--- src/rtl/glb_arb_pkg.sv ---
// glb_arb_pkg: shared state enum and width helpers for the GLB stream arbiter
package glb_arb_pkg;
  typedef enum logic [1:0] {IDLE, GRANT, FINISHED} arb_state_t;
  function automatic int id_w(input int n);
    return n > 1 ? $clog2(n) : 1;
  endfunction
  function automatic int cnt_w(input int b);
    return $clog2(b + 1);
  endfunction
endpackage

--- src/rtl/rr_pick.sv ---
// rr_pick: combinational first-set picker scanning upward from start with wrap; ports req/start in, idx/hit out
module rr_pick
  import glb_arb_pkg::*;
#(
  parameter int N = 4,
  parameter int W = id_w(N)
) (
  input  logic [N-1:0] req,
  input  logic [W-1:0] start,
  output logic [W-1:0] idx,
  output logic         hit
);
  logic [W-1:0] j;
  always_comb begin
    idx = '0;
    j = '0;
    for (int k = N - 1; k >= 0; k--) begin
      j = W'((int'(start) + k) % N);
      if (req[j]) idx = j;
    end
  end
  assign hit = |req;
endmodule

--- src/rtl/glb_stream_arbiter.sv ---
// glb_stream_arbiter: round-robin burst-locked mux of NUM_SRC ready/valid streams onto one GLB port; src_* in, out_* to GLB, grant_id/all_done status
module glb_stream_arbiter
  import glb_arb_pkg::*;
#(
  parameter int NUM_SRC   = 4,
  parameter int DATA_W    = 17,
  parameter int BURST_MAX = 16
) (
  input  logic                            clk,
  input  logic                            reset,
  input  logic                            flush,
  input  logic [NUM_SRC-1:0][DATA_W-1:0]  src_data,
  input  logic [NUM_SRC-1:0]              src_valid,
  output logic [NUM_SRC-1:0]              src_ready,
  input  logic [NUM_SRC-1:0]              src_done,
  output logic [DATA_W-1:0]               out_data,
  output logic                            out_valid,
  input  logic                            out_ready,
  output logic [id_w(NUM_SRC)-1:0]        grant_id,
  output logic                            all_done
);
  localparam int IW = id_w(NUM_SRC);
  localparam int CW = cnt_w(BURST_MAX);
  arb_state_t state, state_n;
  logic [IW-1:0] rr_ptr, rr_n, gid_n, pick;
  logic [CW-1:0] beat_cnt, cnt_n;
  logic [NUM_SRC-1:0] done_seen;
  logic hit, granted, accepted, rel;
  rr_pick #(.N(NUM_SRC), .W(IW)) u_pick (
    .req  (src_valid & ~done_seen),
    .start(rr_ptr),
    .idx  (pick),
    .hit  (hit)
  );
  assign granted   = state == GRANT;
  assign out_data  = granted ? src_data[grant_id] : '0;
  assign out_valid = granted & src_valid[grant_id];
  assign src_ready = granted ? NUM_SRC'(out_ready) << grant_id : '0;
  assign all_done  = state == FINISHED;
  assign accepted  = out_valid & out_ready;
  // a done on the final beat still lets that beat through; release happens at the same edge
  assign rel = granted && ((accepted && beat_cnt == CW'(BURST_MAX - 1)) || src_done[grant_id]);
  always_comb begin
    state_n = state;
    rr_n = rr_ptr;
    gid_n = grant_id;
    cnt_n = beat_cnt;
    if (state == IDLE) begin
      if (&done_seen) state_n = FINISHED;
      else if (hit) begin
        state_n = GRANT;
        gid_n = pick;
        cnt_n = '0;
      end
    end else if (granted) begin
      if (accepted) cnt_n = beat_cnt + 1'b1;
      if (rel) begin
        state_n = IDLE;
        rr_n = grant_id == IW'(NUM_SRC - 1) ? '0 : grant_id + 1'b1;
      end
    end
  end
  always_ff @(posedge clk or posedge reset) begin
    if (reset) begin
      state <= IDLE;
      rr_ptr <= '0;
      grant_id <= '0;
      beat_cnt <= '0;
      done_seen <= '0;
    end else if (flush) begin
      state <= IDLE;
      rr_ptr <= '0;
      grant_id <= '0;
      beat_cnt <= '0;
      done_seen <= '0;
    end else begin
      state <= state_n;
      rr_ptr <= rr_n;
      grant_id <= gid_n;
      beat_cnt <= cnt_n;
      done_seen <= done_seen | src_done;
    end
  end
endmodule
--- config.mk ---
export PLATFORM = sky130hd
export DESIGN_NAME = glb_stream_arbiter
export DESIGN_NICKNAME = d
export VERILOG_FILES = /design/src/rtl/glb_arb_pkg.sv /design/src/rtl/rr_pick.sv /design/src/rtl/glb_stream_arbiter.sv
export SDC_FILE = /design/constraint.sdc
export NUM_CORES = 1
export LEC_CHECK = 0
export BUFFER_PORTS_ARGS = -buffer_cell sky130_fd_sc_hd__buf_2
export CELL_PAD_IN_SITES_DETAIL_PLACEMENT = 0
export CELL_PAD_IN_SITES_GLOBAL_PLACEMENT = 1
export CORE_MARGIN = 3
export CORE_UTILIZATION = 31
export DETAILED_ROUTE_END_ITERATION = 10
export PLACE_DENSITY_LB_ADDON = 0.1
export SYNTH_ARGS = -nofsm -noshare
export SYNTH_HDL_FRONTEND = slang
export SYNTH_SLANG_ARGS = --single-unit
--- constraint.sdc ---
create_clock -name clk -period 3.1 [get_ports clk]
set_input_delay 0.62 -clock clk [delete_from_list [all_inputs] [get_ports clk]]
set_output_delay 0.62 -clock clk [all_outputs]
set_load 0.1 [all_outputs]
After elaboration in Yosys (flattened, before gate mapping)
Index checks and enable logic that the tools add are counted.

Shifts and indexed selects: 1. Equal/unequal tests: 9. Bitwise logic cells: 5. $lt $le $gt $ge: 5. Reductions and logical operators: 17. Mux-type cells: 42. $add $sub $neg: 5.

Operator list (number): two-way mux 2 bit (19); binary-select mux 17 bit (select 2 bit) (1); two-way mux 17 bit (2); two-way mux 5 bit (6); less-than comparator 2 x 3 -> 1 bit (second input constant) (5); binary-select mux 1 bit (select 2 bit) (6); AND reduction 3 bit (3); nonzero test 3 bit (3); two-way mux 4 bit (2); AND reduction 4 bit (2); nonzero test 2 bit (4); two-way mux 1 bit (6); != test 3 bit (second input constant) (2); adder 5 x 1 -> 5 bit (second input constant) (1); == test 5 x 4 -> 1 bit (second input constant) (1); adder 2 x 1 -> 2 bit (second input constant) (2); adder 2 bit (second input constant) (2); bitwise AND 4 bit (1); == test 2 bit (second input constant) (2); != test 2 bit (second input constant) (2); != test 4 x 3 -> 1 bit (second input constant) (1); inverter 4 bit (1); bitwise OR 4 bit (1); OR reduction 4 bit (1); 6 further kinds (8).

Output and inout bits: 25. Flip-flop bits (word level): 15.

Depth between registers and ports, before layout
Depth in word-level cells: 12. Mapped depth: 7. Gate-level depth less buffers: 7.

By module
From an unflattened synthesis, not the netlist that was laid out.

Cells, all modules: 141. Area, all modules: 1468.9 sq um.

By module, submodules not included: glb_stream_arbiter (instances 1, sequential area each 375.4 sq um, cells each 128, area each 1391.3 sq um); rr_pick (instances 1, sequential area each 0.0 sq um, cells each 13, area each 77.6 sq um).

Worst setup path after synthesis
Ideal clock, no wire load.

Path kind: reg2out. Start point: register grant_id[0]. End point: output port src_ready[1]. Path buffers: 2. Required time: 2480 ps. Slack: -1149 ps. Cell stages (with the launch flop): 5. Arrival: 3629 ps. Path through: dfrtp_1 buf_4 buf_2 inv_1 nor3_1.

Cells in the longest elaborated chain, start to end: 2.

Ends and longest elaborated chain: from (decl) (line glb_stream_arbiter.sv:19) `output logic [id_w(NUM_SRC)-1:0] grant_id,`; from (signal assigned) (line glb_stream_arbiter.sv:79) `grant_id <= gid_n;`; << shifter 1 x 2 -> 4 bit (line glb_stream_arbiter.sv:38) `assign src_ready = granted ? NUM_SRC'(out_ready) << grant_id : '0;`; two-way mux 4 bit (line glb_stream_arbiter.sv:38); to (decl) (line glb_stream_arbiter.sv:14) `output logic [NUM_SRC-1:0] src_ready,`.

No other way between the ends.

Final worst setup path
Start point: register grant_id[0]. End point: output port out_data[3].

Cells in the longest elaborated chain, start to end: 3.

Ends and longest elaborated chain: binary-select mux 17 bit (select 2 bit) (line glb_stream_arbiter.sv:36) `assign out_data = granted ? src_data[grant_id] : '0;`; two-way mux 17 bit (not written as such) (line glb_stream_arbiter.sv:36); two-way mux 17 bit (line glb_stream_arbiter.sv:36); to (decl) (line glb_stream_arbiter.sv:16) `output logic [DATA_W-1:0] out_data,`.

No other way between the ends. The select of a mux whose other input is x is not followed.

==> run summary <==
CP max FO = 28
Detail Placement HPWL = 3.78 mm
setup bufs post-CTS = 0
Detail Route Antenna Nets = 0
fin. max-slew vios = 0
worst-margin pin slew = 0.789 ns
Yosys cell types = 29
clock latency on the worst-skew pair = 0.25 ns
CTS tree = done
class of the worst hold path = in -> async
final std cells w/o fill = 292
top sig layer = met4
period utilization = 90.7%
CP Data Required Time = 2.48 ns
post-synth net total = 224
Synth Cell Area = 0.00144 mm^2
Die Y = 74.1 um
top post-synthesis cells by area = mux4_2, dfrtp_1, and2_1
PostCTS Resize Cnt = 0
initial antenna violation count = 0
dominant cell type by area after synthesis = mux4_2
final clock skew = 0.00386 ns
DRC errors left = 0
WL/cell = 15.8 um
Critical Path Sink = out_data[3]
number of global-route vias before repair = 1498
GRT Resource Usage Total = 16.5%
Final #Nets = 324
post-route cell area = 0.00205 mm^2
first-pass GRT wire length = 7.02 mm
status = finished, final reports clean
RSZ-0062 raised after global routing = no
area of the multi-input gates = 0.00101 mm^2
initial core utilization = 32.5%
final worst slack = 0.287 ns
Top FF cell, synth = dfrtp_1
CP max stage delay = 0.89 ns
number of synthesized register bits = 15
Routability Congestion = 0.816
top cells by count, synth = nor2_1, mux4_2, and2_1, dfrtp_1
pre-CTS setup slack = 0.526 ns
layout cell share with drive strength beyond 1 = 56.3%
achievable frequency = 0.355 GHz
CTS clk-pin slew, worst paths = 0.07 ns
clock sinks = 15
Startpoint Class = flop
r2r worst-path depth = 5
Util after Layout = 46.4%
largest net degree at the start of global routing = 29
via count = 1484
Power Dens Cells = 424 mW/mm^2
CTS Root Cell = clkbuf_8
Syn. warnings = 0
metal2 WL = 2.18 mm
crit-path cells = mux4_2 -> and2_1 -> buf_2
placed insts = 288
Reg area = 378 um^2
final setup violating endpoints = 0
core region area = 0.00441 mm^2
DIE AREA = 0.00549 mm^2
Ports = 105
Slew HR = 47.4%
Die W = 74.1 um
clock buffer depth = 2
wl on met1 = 1.91 mm
# H-tree levels = 1
Layout Area Growth over Synthesis = 42.7%
Total Power = 0.868 mW
final WL = 4.62 mm
syn avg cell area = 10.2 um^2
Setup crit start = grant_id[0]
Worst R2R Start = grant_id[0]
EDFF count, synth = 0
cts hold-fix bufs = 0
async set-reset flop share out of synthesis = 100%
Setup crit end kind = output port
top cell type's share of synthesized area = 29.8%
Final Hold Viols = 0
fill count = 440
row cnt = 24
CTS Buf Count = 3
CP arrival = 2.19 ns
Worst R2R Setup Slack = 0.92 ns
initial drt markers = 52
number of max-cap violations = 0
RR Endpoint = rr_ptr[1]
Worst path slowest cell = dfrtp_2
ant diodes = 0
register area share after synthesis = 26.1%
grt ovf = 0
Final min period = 2.81 ns
First-pass DRT Iterations = 4
DR vias/cell = 5.08
Critical Setup Path Class = reg -> out
Port Buffers = 104
placed instance area = 0.00200 mm^2
Max VDD drop = 0.000211 V
Detail Route met3 WL = 450 um
Leak = 1.01 nW
synthesized instance count = 141
cell with the most instances after synthesis = nor2_1
## power by group
group          switching (mW)  internal (mW)  leakage (nW)  total (mW)
combinational           0.319          0.146         0.794       0.465
clock                  0.0745         0.0912        0.0228       0.166
sequential             0.0315          0.206         0.198       0.238
total                   0.425          0.443          1.01       0.868
## area by class of cell
class | instances | area share, %
Clock buffer | 4 | 2.20
Inverter | 6 | 1.10
Multi-Input combinational cell | 110 | 49.3
Sequential cell | 15 | 18.4
Tap cell | 52 | 3.17
Timing Repair Buffer | 105 | 25.8
## per-layer routing
| layer | GRT usage (%) | vias up |
|---|---|---|
| li1 | - | 720 |
| met1 | 21.3 | 687 |
| met2 | 28.4 | 70 |
| met3 | 2.57 | 7 |
| met4 | 5.23 | 0 |
| met5 | 0 | - |
## worst min-delay path by stage
stage | start | cells past startpoint | slack (ns) | to
final | reset | 2 | 0.42 | beat_cnt[2]
after CTS | reset | 2 | 0.44 | beat_cnt[2]
after detailed placement | done_seen[0] | 2 | 0.52 | done_seen[0]
after global placement | done_seen[0] | 2 | 0.51 | done_seen[0]
after floorplan | done_seen[2] | 2 | 0.48 | done_seen[2]
after global routing | reset | 2 | 0.46 | beat_cnt[2]
## logic make-up after synthesis
group                    count (synthesis)  synth area share [%]
buffers and inverters                   16                  4.88
XOR/XNOR                                 2                  1.22
AND/OR/NAND/NOR                         64                  23.8
flip-flops                              15                  26.1
adder cells (fa/ha/maj)                  3                  2.61
AO/OA/AOI/OAI                           17                  8.10
multiplexers                            24                  33.3
## metrics by stage
step	hold slack, ns	TNS, ns
2_1_floorplan	0.476	-0.0938
4_1_cts	0.443	0
5_1_grt	0.462	0
6_report	0.419	0
3_3_place_gp	0.511	0
3_5_place_dp	0.517	0
## state kept, by name (all words and copies together), names as in the netlist
name / cells
done_seen: 4
rr_ptr: 2
state: 2
grant_id: 2
beat_cnt: 5
## worst max-delay path: cells and delay by family, from the launching register on
kind	cells	cell delay [ns]
flops	1	0.89
mux	1	0.59
buf+inv	1	0.28
simple gates	1	0.16
## cells in the final DEF (no fill, tap or decap), drive strengths merged
cell     Yosys  routed
nand2b       5       5
mux4        19      19
a22oi        2       2
buf          6     105
nor3         6       6
mux2i        5       5
clkbuf       4       4
and4         1       1
inv          6       6
nand4b       1       1
o211ai       3       3
nor2        20      20
o2111ai      1       1
a21oi        5       5
and2        18      18
nand4        1       1
nand2        4       4
nor2b        2       2
o21ai        3       3
and2b        1       1
or3          1       1
o221ai       3       3
and3         4       4
xor2         2       2
dfrtp       15      15
ha           3       3
Note: power is estimated with default switching activity, not from simulation.
